--- src/rtl/lamp_pkg.sv ---
// Shared types and helpers for the lamp sequencer: mode decoding and width math.
package lamp_pkg;

  typedef enum logic [1:0] {
    M_CLEAR    = 2'd0,
    M_MANUAL   = 2'd1,
    M_AUTO     = 2'd2,
    M_RESERVED = 2'd3
  } mode_e;

  localparam int unsigned MODE_CLEAR = 0;

  function automatic int unsigned clog2(input int unsigned v);
    int unsigned r;
    r = 0;
    while ((longint'(1) << r) < longint'(v)) r++;
    return r;
  endfunction

  // All-ones switch pattern for a given switch width.
  function automatic int unsigned mode_auto(input int unsigned sw_w);
    return (1 << sw_w) - 1;
  endfunction

  function automatic mode_e decode_mode(input int unsigned sw_val,
                                        input int unsigned sw_w,
                                        input int unsigned num_ch);
    if (sw_val == MODE_CLEAR)          return M_CLEAR;
    else if (sw_val == mode_auto(sw_w)) return M_AUTO;
    else if (sw_val <= num_ch)          return M_MANUAL;
    else                                return M_RESERVED;
  endfunction

endpackage

--- src/rtl/btn_debounce.sv ---
// One push-button: 2-flop synchroniser, stable-count debouncer and rising-edge pulse.
module btn_debounce
  import lamp_pkg::*;
#(
  parameter int unsigned DB_CYC = 50000
) (
  input  logic clk,
  input  logic rst,
  input  logic btn,
  output logic press
);

  localparam int unsigned CW = (clog2(DB_CYC) < 1) ? 1 : clog2(DB_CYC);

  logic          sync1;
  logic          btn_s;
  logic          level;
  logic          level_prev;
  logic [CW-1:0] cnt;

  always_ff @(posedge clk) begin
    if (rst) begin
      sync1      <= 1'b0;
      btn_s      <= 1'b0;
      level      <= 1'b0;
      level_prev <= 1'b0;
      cnt        <= '0;
    end else begin
      sync1      <= btn;
      btn_s      <= sync1;
      level_prev <= level;
      if (btn_s == level) begin
        cnt <= '0;
      end else if (cnt == CW'(DB_CYC - 1)) begin
        level <= ~level;
        cnt   <= '0;
      end else begin
        cnt <= cnt + 1'b1;
      end
    end
  end

  assign press = level & ~level_prev;

endmodule

--- src/rtl/lamp_sequencer.sv ---
// N-channel lamp controller: clear / manual per-channel / automatic cycling selected by switches.
module lamp_sequencer
  import lamp_pkg::*;
#(
  parameter int unsigned NUM_CH    = 3,
  parameter int unsigned SW_W      = 3,
  parameter int unsigned BTN_W     = 4,
  parameter int unsigned DB_CYC    = 50000,
  parameter int unsigned DWELL_CYC = 50000000
) (
  input  logic              clk,
  input  logic              rst,
  input  logic [SW_W-1:0]   sw,
  input  logic [BTN_W-1:0]  btn,
  output logic [NUM_CH-1:0] ch_out,
  output logic              auto_active,
  output logic [BTN_W-1:0]  press_evt
);

  localparam int unsigned DW = (clog2(DWELL_CYC) < 1) ? 1 : clog2(DWELL_CYC);
  localparam int unsigned IW = (clog2(NUM_CH) < 1) ? 1 : clog2(NUM_CH);

  logic [SW_W-1:0]   sw_m;
  logic [SW_W-1:0]   sw_s;
  logic [BTN_W-1:0]  press_raw;
  mode_e             mode;
  mode_e             prev_mode;
  logic [DW-1:0]     dwell_cnt;
  logic [DW-1:0]     dwell_n;
  logic [IW-1:0]     idx;
  logic [IW-1:0]     idx_n;
  logic              paused;
  logic              paused_n;
  logic [NUM_CH-1:0] ch_n;
  logic              auto_n;

  for (genvar g = 0; g < BTN_W; g++) begin : g_btn
    btn_debounce #(.DB_CYC(DB_CYC)) u_db (
      .clk   (clk),
      .rst   (rst),
      .btn   (btn[g]),
      .press (press_raw[g])
    );
  end

  function automatic logic [IW-1:0] next_idx(input logic [IW-1:0] i);
    return (i == IW'(NUM_CH - 1)) ? '0 : i + 1'b1;
  endfunction

  always_comb begin
    mode = decode_mode(32'(sw_s), SW_W, NUM_CH);
  end

  always_comb begin
    ch_n     = ch_out;
    idx_n    = idx;
    dwell_n  = dwell_cnt;
    paused_n = paused;
    auto_n   = 1'b0;
    case (mode)
      M_CLEAR: ch_n = '0;
      M_MANUAL: begin
        for (int unsigned i = 0; i < NUM_CH; i++) begin
          if (i == 32'(sw_s) - 1) begin
            if (press_evt[2])      ch_n[i] = 1'b0;
            else if (press_evt[1]) ch_n[i] = 1'b1;
          end
        end
      end
      M_AUTO: begin
        if (prev_mode != M_AUTO) begin
          idx_n    = '0;
          dwell_n  = '0;
          paused_n = 1'b0;
        end else begin
          paused_n = paused ^ press_evt[1];
          // A step overrides the dwell path, so a coinciding terminal count advances once.
          if (press_evt[3]) begin
            idx_n   = next_idx(idx);
            dwell_n = '0;
          end else if (!paused) begin
            if (dwell_cnt == DW'(DWELL_CYC - 1)) begin
              idx_n   = next_idx(idx);
              dwell_n = '0;
            end else begin
              dwell_n = dwell_cnt + 1'b1;
            end
          end
        end
        for (int unsigned i = 0; i < NUM_CH; i++) begin
          ch_n[i] = (32'(idx_n) == i);
        end
        auto_n = ~paused_n;
      end
      default: ;
    endcase
  end

  always_ff @(posedge clk) begin
    if (rst) begin
      sw_m        <= '0;
      sw_s        <= '0;
      press_evt   <= '0;
      prev_mode   <= M_CLEAR;
      ch_out      <= '0;
      auto_active <= 1'b0;
      idx         <= '0;
      dwell_cnt   <= '0;
      paused      <= 1'b0;
    end else begin
      sw_m        <= sw;
      sw_s        <= sw_m;
      press_evt   <= press_raw;
      prev_mode   <= mode;
      ch_out      <= ch_n;
      auto_active <= auto_n;
      idx         <= idx_n;
      dwell_cnt   <= dwell_n;
      paused      <= paused_n;
    end
  end

endmodule

--- config.mk ---
export PLATFORM = sky130hd
export DESIGN_NAME = lamp_sequencer
export DESIGN_NICKNAME = d
export VERILOG_FILES = /design/src/rtl/lamp_pkg.sv /design/src/rtl/btn_debounce.sv /design/src/rtl/lamp_sequencer.sv
export SDC_FILE = /design/constraint.sdc
export NUM_CORES = 1
export LEC_CHECK = 0
export BUFFER_PORTS_ARGS = -buffer_cell sky130_fd_sc_hd__buf_4
export CAP_MARGIN = 20
export CORE_ASPECT_RATIO = 1.25
export CORE_MARGIN = 8
export CORE_UTILIZATION = 35
export CTS_CLUSTER_DIAMETER = 80
export DETAILED_ROUTE_END_ITERATION = 12
export REMOVE_ABC_BUFFERS = 1
export SYNTH_ARGS = -nofsm -noshare
export SYNTH_HDL_FRONTEND = slang
export SYNTH_HIERARCHICAL = 1
export SYNTH_SLANG_ARGS = --single-unit
--- constraint.sdc ---
create_clock -name clk -period 2 [get_ports clk]
set_input_delay 0 -clock clk [delete_from_list [all_inputs] [get_ports clk]]
set_output_delay 0 -clock clk [all_outputs]
set_load 0.02 [all_outputs]
* Yosys cells after proc, flatten, opt, wreduce, memory -nomap -nowiden
Index checks and enable logic that the tools add are counted.
Cells by class: $add $sub $neg 7, $lt $le $gt $ge 1, eq/ne operators 23, mux-type cells 21, bitwise logic cells 19, reduce and logical (&&, ||, !) cells 18
Operators by type and width (number):
- 2-to-1 mux 26 bit | 4
- adder 16 x 1 -> 16 bit (second input constant) | 4
- == test 16 bit (second input constant) | 4
- == test 1 x 32 -> 1 bit (first input constant) | 1
- == test 2 x 32 -> 1 bit (first input constant) | 1
- logical NOT 32 bit | 1
- adder 26 x 1 -> 26 bit (second input constant) | 1
- == test 26 bit (second input constant) | 1
- 2-to-1 mux 2 bit | 9
- inverter 1 bit | 14
- OR reduction 3 bit | 4
- AND reduction 2 bit | 5
- case mux 3 bit (3 select lines) | 1
- AND reduction 3 bit | 3
- != test 2 bit (second input constant) | 4
- 2-to-1 mux 1 bit | 7
- == test 2 bit (second input constant) | 3
- AND 1 bit | 4
- == test 1 bit | 4
- == test 2 x 1 -> 1 bit (second input constant) | 2
- logical NOT 2 bit | 2
- subtractor 3 x 1 -> 4 bit (second input constant) | 1
- == test 3 bit (second input constant) | 1
- <= comparator 3 x 2 -> 1 bit (second input constant) | 1
- other kinds (7) | 7
Word-level totals: flip-flop bits (word level) 125, output and inout port bits 8, logic and storage cells 120

* Longest topological paths before layout
Gate-level depths: netlist of run 1.
depth after elaboration 9, mapped depth 8, depth with buffers taken out 7

* By module
The synthesis of run 1 kept the hierarchy.
Modules (own cells, without submodules):
- btn_debounce | times used 4, cells an instance 92, area each 887.1 sq um, seq. area each 400.4 sq um
- lamp_sequencer | times used 1, cells an instance 244, area each 2252.2 sq um, seq. area each 900.9 sq um

* Least setup slack after synthesis of run 1
OpenSTA, ideal clock, no wires.
path kind register to register, from reg sw_s[2], to reg ch_out[2], library setup time 60 ps, arrival 1808 ps, required time 1940 ps, path slack 132 ps, cell stages (with the launch flop) 8, path buffers 1, clock period less this slack 1868 ps, cell sequence dfxtp_1 > buf_2 > inv_1 > ha_1 > o21ai_0 > a2111oi_0 > nor4b_1 > a221o_1
On the way: word-level cells in the longest chain between the ends 7
RTL lines:
- start, declared | line lamp_sequencer.sv:24 | logic [SW_W-1:0] sw_s;
- start signal, assigned | line lamp_sequencer.sv:112 | sw_s <= sw_m;
- <= comparator 3 x 2 -> 1 bit | line lamp_pkg.sv:30 | else if (sw_val <= num_ch) return M_MANUAL;
- 2-to-1 mux 2 bit | line lamp_pkg.sv:30
- 2-to-1 mux 2 bit | line lamp_pkg.sv:29 | else if (sw_val == mode_auto(sw_w)) return M_AUTO;
- 2-to-1 mux 2 bit | line lamp_pkg.sv:28 | if (sw_val == MODE_CLEAR) return M_CLEAR;
- == test 2 x 1 -> 1 bit, or another cell as far along | line lamp_sequencer.sv:60 | case (mode)
- != test 3 bit (no line), or another cell as far along
- AND reduction 3 bit (no line)
- end signal, assigned | line lamp_sequencer.sv:115 | ch_out <= ch_n;
- end, declared | line lamp_sequencer.sv:15 | output logic [NUM_CH-1:0] ch_out,
Several ways; a longest one is shown, not always the timed one. A chain may end at the register's enable or synchronous reset.

* Worst setup path after layout of run 1
from reg dwell_cnt[0], to reg dwell_cnt[2]
On the way: word-level cells in the longest chain between the ends 5
RTL lines:
- start, declared | line lamp_sequencer.sv:28 | logic [DW-1:0] dwell_cnt;
- start signal, assigned | line lamp_sequencer.sv:118 | dwell_cnt <= dwell_n;
- adder 26 x 1 -> 26 bit / == test 26 bit (equally long branches) | line lamp_sequencer.sv:86, lamp_sequencer.sv:82
- 2-to-1 mux 26 bit (*) | line lamp_sequencer.sv:82 | if (dwell_cnt == DW'(DWELL_CYC - 1)) begin
- 2-to-1 mux 26 bit (*) | line lamp_sequencer.sv:81 | end else if (!paused) begin
- 2-to-1 mux 26 bit (*) | line lamp_sequencer.sv:78 | if (press_evt[3]) begin
- 2-to-1 mux 26 bit (*) | line lamp_sequencer.sv:71 | if (prev_mode != M_AUTO) begin
Mark *: on every way between the ends. The rest lies on a longest branch, timed or not. The select of a mux whose other input is x is not followed.

==> impl.org, run 1 <==
** Status
- Result of the run :: completed

** STA
- Peak clock frequency supported by timing :: between 0.5 and 0.6 GHz
- For the pin with the worst max-slew slack, the measured transition is roughly 0.63 ns.
- Shortest clock period the worst path allows after layout :: ~1.9 ns
- Share of the clock period used by the worst path :: 0.934
- Final Max Tran Viols :: 0
- Setup repair after global routing left no endpoint under its margin.
- Setup total negative slack on the finished layout was measured at 0 ns.
- Setup violations, final :: 0
- Clock skew :: about 0.0072 ns
- Max-slew headroom :: 0.582
- The number of hold-slack violations in the final timing report came to 0.

** Min path
- Min-Delay Path Class :: in2reg

** Placement
- In this run the tool buffered the top-level ports with 16 buffer cells.
- The congestion estimate from routability-driven global placement came to between 0.8 and 0.9.
- Post-detailed-placement half-perimeter wirelength :: 7440 µm
- Number of instances in the placed design :: ~840

** Power and ir drop
- Dividing total power by cell area gives a power density of 822 mW/mm².
- Switch share :: 0.200
- For this design the total switching power over the nets is roughly 1.1 mW.
- Largest voltage drop on the vdd net :: between 0.0004 and 0.0005 V
- Static leakage :: about 2.2 nW
- After layout, the design draws a total of 5.58 mW.
- Combinational share of power :: 0.023
- Fraction of power consumed by the clock network :: 0.524
- Internal power summed over all cells :: roughly 4.5 mW
- The share of total power dissipated in sequential elements is 0.452.

** Critical path
- The endpoint identified for the worst register-to-register timing path is dwell_cnt[2].
- Along the worst path, the maximum fanout reaches 26.
- The largest single stage delay on the critical path is just under 0.4 ns.
- Setup slack of the most critical reg-to-reg path :: 0.13 ns
- STA classifies the critical path endpoint as a flip-flop.
- Worst Setup SP :: dwell_cnt[0]
- The number of cells on the worst reg-to-reg path is 7.
- CP Cell Sequence :: ha_1, nand3_2, nor3_4, a21oi_2, o21ai_4, buf_12, nor2_1
- The worst setup path is launched from a flip-flop.
- STA puts the critical path data arrival time at roughly 2.2 ns.
- For this design, the slowest cell found on the critical path is sky130_fd_sc_hd__dfxtp_1.
- Required time at the worst-slack endpoint :: approximately 2.3 ns
- End point of the critical path :: dwell_cnt[2]
- The setup path with the least slack is of type reg2reg.
- Launching point of the worst reg2reg path :: dwell_cnt[0]

** Logic synthesis
- After synthesis, the largest family of logic cells by area is simple AND/OR/NAND/NOR gates.
- By area the synthesized netlist is led by sky130_fd_sc_hd__dfxtp_1 (43%), sky130_fd_sc_hd__xnor2_1 (11%), sky130_fd_sc_hd__nor2_1 (5.6%), sky130_fd_sc_hd__nor2b_1 (3.1%), sky130_fd_sc_hd__nor4_2 (2.6%).
- For this run, the register share of the synthesized area comes to 0.431.
- Counting every instance in the synthesized netlist gives around 600.
- XOR/XNOR Fraction of Synth Area :: 0.122
- The fraction of the mapped netlist area in compound gates came to 0.0632.
- Mean Syn Cell Area :: ~9.5 µm²
- The netlist uses 60 different library cells.
- In this run, synthesis produced a sequential element count of 125.
- Of the total synthesized cell area, the portion taken by full adders, half adders and majority gates is 0.0129.
- Share of synthesized cell area in and, or, nand and nor gates :: 0.340
- For this run, asynchronously set or reset flops after synthesis account for 0.
- Predominant post-synthesis flop cell :: sky130_fd_sc_hd__dfxtp_1
- In the post-synthesis netlist, the cell with the most instances is sky130_fd_sc_hd__dfxtp_1.
- Leading area contributor after synthesis :: sky130_fd_sc_hd__dfxtp_1
- Multiplexer share of the synthesized area :: 0
- Synth warnings :: 6
- Synth top area share :: 0.431
- Syn Std Cell Area :: 0.00580 mm²
- The synthesized design contains 0 enable-type register cells.
- Synth top cells by count :: sky130_fd_sc_hd__dfxtp_1 (125), sky130_fd_sc_hd__nor2_1 (86), sky130_fd_sc_hd__xnor2_1 (73)

** Route
- The routed layout has approximately 4,300 vias.
- The detailed router finished its first iteration with about 180 violations.
- Summed over all layers, the routed wires come to roughly 11,000 µm.
- Avg Vias per Cell :: roughly 5
- The detail route stage leaves a number of antenna-violating nets equal to 0.
- Average detailed-routed wire length per instance :: approximately 12 µm
- For this run, design rule violations remaining after detail routing come to 0.
- Drt first pass iters :: 4

** Clock tree
- Root buf cell :: sky130_fd_sc_hd__clkbuf_16
- Number of buffers on the longest clock path :: 2
- Total clock buffers created by CTS :: 17
- TritonCTS built the clock tree.
- After clock tree synthesis, the clock-pin slew on the worst setup and hold paths is 0.05 ns.
- For this design, the sink count on the clock tree is 125.
- H-Tree Depth :: 4
- Clock latency on the worst-skew pair :: between 0.4 and 0.5 ns

** Global route
- Wire length of the first global-routing pass :: around 19,000 µm
- The number of antenna violations at the first check in global routing was 0.
- In the global route stage, overall resource usage came out at 0.108.
- Entering global routing, the biggest net connects 27 pins.
- Overall overflow remaining after global route :: 0
- The number of global-route vias before repair is ~4,200.

** Floorplanning
- The initial utilization of the core area, before any placement, comes to 0.358.
- From left edge to right edge, the die measures around 130 µm.
- The region available for standard cell placement spans between 0.015 and 0.02 mm².
- The floorplan has 52 rows.
- Boundary pin count :: 17
- Height of the die :: between 150 and 200 µm
- DIE AREA :: 0.0210 mm²

** Job
- Max Cap Viol :: 0

** Cells and area
- Count of non-filler cells in the finished layout :: 874
- Share of layout cells above drive strength 1 :: 0.172
- After filler insertion, the fill cell instance count of the layout stands at between 1,500 and 2,000.
- Compared with the post-synthesis result, the final layout area differs by 17.1%.
- 0 antenna diodes ended up in the layout.
- Layout Nets :: 663
-- logic make-up (layout without fill, tap and decap cells) --
logic type | count (synthesis) | in the layout
compound gates | 47 | 47
buf+inv | 31 | 77
simple gates | 322 | 322
fa+ha+maj | 6 | 6
flops | 125 | 125
xor+xnor | 81 | 81
-- routing by layer --
metal	wire (µm)	track usage	up-vias
met1	5200	0.127	2027
met2	5190	0.176	39
met3	340	0.0336	13
li1	-	-	2211
met4	162	0.0476	0
met5	0	0	-
-- cell usage in the layout (no fill, tap or decap), types with 4 or more instances in the layout --
master / count
sky130_fd_sc_hd__clkinv_2: 5
sky130_fd_sc_hd__nor4bb_1: 10
sky130_fd_sc_hd__nor2_2: 10
sky130_fd_sc_hd__clkbuf_16: 17
sky130_fd_sc_hd__inv_1: 17
sky130_fd_sc_hd__xor2_1: 8
sky130_fd_sc_hd__nand4_4: 4
sky130_fd_sc_hd__ha_1: 6
sky130_fd_sc_hd__nor4_1: 12
sky130_fd_sc_hd__nor4b_2: 5
sky130_fd_sc_hd__a21oi_1: 9
sky130_fd_sc_hd__nor4_2: 12
sky130_fd_sc_hd__dfxtp_1: 125
sky130_fd_sc_hd__dlygate4sd3_1: 8
sky130_fd_sc_hd__nand3_1: 26
sky130_fd_sc_hd__o21ai_1: 7
sky130_fd_sc_hd__nand2b_1: 5
sky130_fd_sc_hd__nand3_2: 4
sky130_fd_sc_hd__nor3_1: 28
sky130_fd_sc_hd__nand2_1: 33
sky130_fd_sc_hd__nand4_2: 5
sky130_fd_sc_hd__nand2_2: 4
sky130_fd_sc_hd__nor2_1: 86
sky130_fd_sc_hd__buf_4: 21
sky130_fd_sc_hd__a211oi_1: 5
sky130_fd_sc_hd__xnor2_1: 73
sky130_fd_sc_hd__or3_1: 4
sky130_fd_sc_hd__a211o_1: 4
sky130_fd_sc_hd__nor2b_1: 29
sky130_fd_sc_hd__nand4_1: 14
sky130_fd_sc_hd__and3_1: 12
sky130_fd_sc_hd__nor3_2: 7
sky130_fd_sc_hd__o21ai_0: 4
-- sequential cells by signal, indices dropped and copies added (netlist names), 2 cells and up --
name                   flops
ch_out                     3
dwell_cnt                 26
g_btn.u_db/btn_s           4
g_btn.u_db/cnt            64
g_btn.u_db/level           4
g_btn.u_db/level_prev      4
g_btn.u_db/sync1           4
idx                        2
press_evt                  4
prev_mode                  2
sw_m                       3
sw_s                       3
-- critical path: cells and delay by family, from the launching register on --
kind                     cells  cell delay [ns]
AND/OR/NAND/NOR              3             0.61
buffers and inverters        1             0.19
adder cells (fa/ha/maj)      1             0.20
AO/OA/AOI/OAI                2             0.36
flip-flops                   1             0.39
-- repair_timing --
item,4_1_cts,5_1_grt
hold buffers,8,0
endpoints found under the hold margin,17,0
resized for setup,0,4
buffers inserted,0,0
endpoints found under the setup margin,0,1
-- worst min-delay path by stage --
stage	from	endpoint	slack (ns)	cells after the start
after floorplan	rst	idx[0]	0.07	1
after global placement	sw[1]	sw_m[1]	0.22	2
after global routing	sw[1]	sw_m[1]	0.33	3
after CTS	btn[2]	g_btn[2].u_db/sync1	0.32	3
after detailed placement	btn[2]	g_btn[2].u_db/sync1	0.22	2
final	btn[2]	g_btn[2].u_db/sync1	0.34	3
-- power by group through the flow --
stage	sequential, mW	combinational [mW]	clock (mW)
after floorplan	2.58	0.0571	0
after global placement	2.58	0.117	0
after detailed placement	2.58	0.119	0
after CTS	2.52	0.131	3.00
after global routing	2.53	0.144	3.13
final	2.53	0.131	2.93
-- metrics by stage --
stage          hold slack (ns)   util  cell area [µm²]  worst slack [ns]
2_1_floorplan           0.0691      -             5690             0.107
3_3_place_gp             0.216  0.379             6140             0.167
3_5_place_dp             0.217  0.379             6140            0.0545
4_1_cts                  0.324  0.419             6780            0.0311
5_1_grt                  0.331  0.419             6790            0.0248
6_report                 0.339  0.419             6790             0.133
-- cell type report --
class / instances / area [µm²] / share of cell area
Multi-Input combinational cell: 456 / 3130 / 0.461
Sequential cell: 125 / 2500 / 0.368
Clock buffer: 21 / 470 / 0.0692
Tap cell: 216 / 270 / 0.0398
Timing Repair Buffer: 30 / 258 / 0.0379
Clock inverter: 8 / 92.6 / 0.0136
Inverter: 18 / 67.6 / 0.00994
No activity file was read; power rests on OpenSTA's default activity.
==> run 2, diff against run 1 <==
--- a/config.mk
+++ b/config.mk
@@ -5,6 +5,7 @@
 export SDC_FILE = /design/constraint.sdc
 export NUM_CORES = 1
 export LEC_CHECK = 0
+export ABC_AREA = 1
 export BUFFER_PORTS_ARGS = -buffer_cell sky130_fd_sc_hd__buf_4
 export CAP_MARGIN = 20
 export CORE_ASPECT_RATIO = 1.25
@@ -12,6 +13,7 @@
 export CORE_UTILIZATION = 35
 export CTS_CLUSTER_DIAMETER = 80
 export DETAILED_ROUTE_END_ITERATION = 12
+export PLACE_DENSITY = 0.5
 export REMOVE_ABC_BUFFERS = 1
 export SYNTH_ARGS = -nofsm -noshare
 export SYNTH_HDL_FRONTEND = slang
==> run 2 against run 1 <==
Hold slack gained 0.0093 ns. Die area grew 6.3%. Core utilization is essentially flat. Clock skew shrank 0.0014 ns. Clock-buffer cell count grew 1. Largest power group unchanged.
==> impl.org, run 2 <==
** Critical path
- The worst setup path is of the reg2reg kind.
- Slowest stage cell, crit path :: sky130_fd_sc_hd__dfxtp_1
- Category of the worst setup path launch point :: flip-flop
- Count of buffer and inverter cells on the critical path :: 0 (-1)
- Crit path max fanout :: 4 (-85%)
- Worst flop-to-flop path endpoint :: dwell_cnt[24]
- Top Family by Delay on Critical Path :: simple AND/OR/NAND/NOR gates
- The depth of the worst register-to-register path is 11 (+4).
- Launching point of the worst reg2reg path :: dwell_cnt[1]
- Required time at the worst-slack endpoint :: 2.30 ns (about the same)
- Setup slack of the most critical reg-to-reg path :: 0.18 ns (+0.05 ns)
- The path length in cells of the critical path was 11 (+4).
- End point of the critical path :: dwell_cnt[24]
- Data arrival at the endpoint of the critical path :: 2.11 ns (-0.05 ns)
- Worst Setup SP :: dwell_cnt[1]
- CP Cell Sequence :: ha_1, nand2_1, nor3_1, and2_4, nand4_2, nor2_2, nand2_2, nor2_2, nand3_1, nand2_1, nor2_1
- Element type at the critical path end :: flip-flop
- Critical path's largest stage delay :: 0.37 ns (-0.02 ns)

** Clock tree
- The number of CTS-inserted buffers is 17 (unchanged).
- H-Tree Depth :: 4 (unchanged)
- The number of buffers on the longest clock path is 2 (unchanged).
- Clock latency on the worst-skew pair :: 0.41 ns (about the same)
- The tree is rooted in a sky130_fd_sc_hd__clkbuf_16.
- The total number of clock tree sinks came to 125 (unchanged).
- Worst-path clk slew :: 0.05 ns (about the same)
- TritonCTS built the clock tree.

** Power and ir drop
- The ratio of total power to cell area came to 755 mW/mm² (-8.2%).
- The static leakage came to 2.72 nW (+26%).
- Sum of internal, switching and leakage power :: 5.52 mW (-1.2%)
- Largest voltage drop on the vdd net :: 0.000470 V (+6.6%)

** Logic synthesis
- The number of distinct library cells after synthesis was 40 (-33%).
- Gate Count Post-Synth :: 820 (+34%)
- The most used flip-flop cell after synthesis is sky130_fd_sc_hd__dfxtp_1.
- The synthesized design spends more area on one cell type than any other, namely sky130_fd_sc_hd__dfxtp_1.
- The number of register bits inferred by synthesis came to 125 (unchanged).
- The async set or reset register ratio after synthesis came to 0 (unchanged).
- Dominant cell by count in the synthesized netlist :: sky130_fd_sc_hd__nand2_1
- Biggest area contributors in the synthesized netlist :: sky130_fd_sc_hd__dfxtp_1 (40%), sky130_fd_sc_hd__nand2_1 (9.4%), sky130_fd_sc_hd__inv_1 (7.6%), sky130_fd_sc_hd__nor2_1 (7.2%), sky130_fd_sc_hd__nor2_2 (4.3%)
- The proportion of synthesized chip area in sequential cells came to 0.403 (-0.0284).
- Syn Std Cell Area :: 0.00621 mm² (+7.1%)
- The per-instance average area after synthesis came to 7.57 µm² (-20%).
- Synth top cells by count :: sky130_fd_sc_hd__nand2_1 (155), sky130_fd_sc_hd__dfxtp_1 (125), sky130_fd_sc_hd__inv_1 (125)
- Synth top area share :: 0.403 (-0.0284)
- Synth warnings :: 6 (unchanged)
- EDFF count, synth :: 0 (unchanged)

** Status
- Result of the run :: completed

** Global route
- The maximum number of pins on one net before global-route repair was 35 (+30%).
- Via count of the first global-routing pass :: 4,677 (+12%)
- The routing usage on met1 was 0.130 (+0.00311).
- The global router's overall resource usage was 0.114 (+0.00632).
- Peak-usage layer in the global routing report :: met2
- Met2 track utilization from global routing :: 0.197 (+0.0205)
- Initial antenna violation count :: 0 (unchanged)
- Met3 global-route usage :: 0.0341 (+0.000500)
- Wire length of the first global-routing pass :: 20,700 µm (+8.3%)
- The global route total overflow was 0 (unchanged).

** STA
- Share of the clock period used by the worst path :: 0.909 (-0.0248)
- Sum of negative setup slack :: 0 ns (unchanged)
- Number of endpoints with negative hold slack in the final report :: 0 (unchanged)
- Clock skew :: 0.00583 ns (-0.00135 ns)
- Setup violations, final :: 0 (unchanged)
- The number of pins exceeding their max-slew limit in the final report is 0 (unchanged).
- Max-slew headroom :: 0.712 (+0.131)
- Worst Tran Pin Value :: 0.427 ns (-0.199 ns)
- The highest achievable clock rate was 0.550 GHz (+2.7%).
- Shortest clock period the worst path allows after layout :: 1.82 ns (-0.0495 ns)
- Setup repair after global routing missed its margin :: true

** Min path
- Min-Delay Path Class :: in2reg

** Cells and area
- Number of flip-flops under the largest register name :: 64 (unchanged)
- Share of layout cells above drive strength 1 :: 0.210 (+0.0387)
- The total inserted antenna cells came to 0 (unchanged).
- Share of the core filled with cells in the final layout :: 0.420 (about the same)
- Relative to the synthesized area, the layout overhead comes to 17.8%.
- Reg with most FFs :: g_btn.u_db/cnt
- Regs by FF count :: g_btn.u_db/cnt x64, dwell_cnt x26
- Most used cells in the layout excluding fill and tap cells :: sky130_fd_sc_hd__nand2_1 (155), sky130_fd_sc_hd__inv_1 (125), sky130_fd_sc_hd__dfxtp_1 (122)
- The post-layout instance count excluding filler cells was 1,108 (+27%).
- The cell area after layout was 0.00731 mm² (+7.6%).
- Layout Nets :: 888 (+34%)
- Most frequent standard cell in the layout excluding fill and tap cells :: sky130_fd_sc_hd__nand2_1

** Job
- The number of max-cap violations came to 0 (unchanged).

** Placement
- Number of instances in the placed design :: 1,066 (+27%)
- Post-detailed-placement half-perimeter wirelength :: 8600 µm (+16%)
- The placement-stage cell area came to 0.00663 mm² (+7.9%).
- The count of buffers inserted at the top-level ports was 16 (unchanged).
- Weighted congestion at the end of routability-driven global placement :: 0.763 (-7.0%)

** Floorplanning
- The area inside the core boundary is 0.0174 mm² (+7.6%).
- DIE AREA :: 0.0223 mm² (+6.3%)
- FP Rows :: 54 (+3.8%)
- Boundary pin count :: 17 (unchanged)
- Height of the die :: 165 µm (+3.1%)
- The initial standard-cell utilization of the core came to 0.356 (-0.00182).
- Width of the chip :: 135 µm (+3.0%)

** Route
- Count of nets left with antenna violations after detail routing :: 0 (unchanged)
- The number of vias after detailed routing was 4,845 (+13%).
- The number of remaining DRC errors came to 0 (unchanged).
- Avg Vias per Cell :: 4.37 (-11%)
- The mean routed wirelength per cell came to 10.5 µm (-16%).
- The detailed-router iteration count before antenna repair is 4 (unchanged).
- Number of DRC markers after the initial detailed-route iteration :: 178 (+1.1%)
- The total wire length after detailed routing came to 11,600 µm (+6.9%).
[run 2: changes by cell type after synthesis, sizes merged, moves of 23 or more]
cell	previous run	this run
xnor2	73	8
nor2	96	179
nor4	24	1
inv	18	128
nor2b	29	0
a21oi	11	38
nand2	37	182
[run 2: layout make-up]
cell class	instances	area, µm²
clock buffers	22	474
multi-input cells	559	3150
well taps	224	280
clock inverters	8	67.6
repair buffers	41	350
flip-flops and latches	125	2510
fillers	1841	10100
inverters	129	489
[run 2: worst min-delay path by stage]
stage	start	end	slack, ns	cells past startpoint
final	sw[0]	sw_m[0]	0.35	4
after global routing	sw[2]	sw_m[2]	0.37	4
after CTS	sw[0]	sw_m[0]	0.33	4
after detailed placement	btn[3]	g_btn[3].u_db/sync1	0.21	3
after global placement	btn[2]	g_btn[2].u_db/sync1	0.20	3
after floorplan	rst	ch_out[1]	0.07	1
[run 2: worst min-delay path: stages]
cell                            delay [ns]
sky130_fd_sc_hd__dlygate4sd3_1        0.52
sky130_fd_sc_hd__buf_4                0.10
sky130_fd_sc_hd__inv_1                0.03
sky130_fd_sc_hd__nor2_1               0.07
[run 2: through the flow]
step	hold WS [ns]	setup slack, ns
2_1_floorplan	0.0691	0.300
3_3_place_gp	0.205	0.155
3_5_place_dp	0.207	0.151
4_1_cts	0.326	0.134
5_1_grt	0.367	-0.0280
6_report	0.348	0.182
[run 2: cell families (layout without fill, tap and decap cells)]
logic type / Yosys count / count (layout) / synth area share
buffers and inverters: 136 / 200 / 0.0941
AND/OR/NAND/NOR: 445 / 445 / 0.372
XOR/XNOR: 36 / 36 / 0.0508
AO/OA/AOI/OAI: 72 / 72 / 0.0685
adder cells (fa/ha/maj): 6 / 6 / 0.0121
flip-flops: 125 / 125 / 0.403
[run 2: what timing repair did]
action | in CTS | in global routing
hold buffers | 12 | 0
setup endpoints to repair | 0 | 21
resized for setup | 0 | 9
hold endpoints to repair | 18 | 0
buffers inserted | 0 | 0
[run 2: layer usage]
layer	part of all wire	routed length, µm	vias up
li1	-	-	2646
met1	0.47	5500	2160
met2	0.49	5700	28
met3	0.025	292	11
met4	0.013	157	0
met5	0	0	-
[run 2: where the power goes]
part           internal, mW  switching, mW  total, mW
registers              2.52         0.0130       2.53
clock network          1.78           1.05       2.83
logic                0.0678         0.0925      0.160
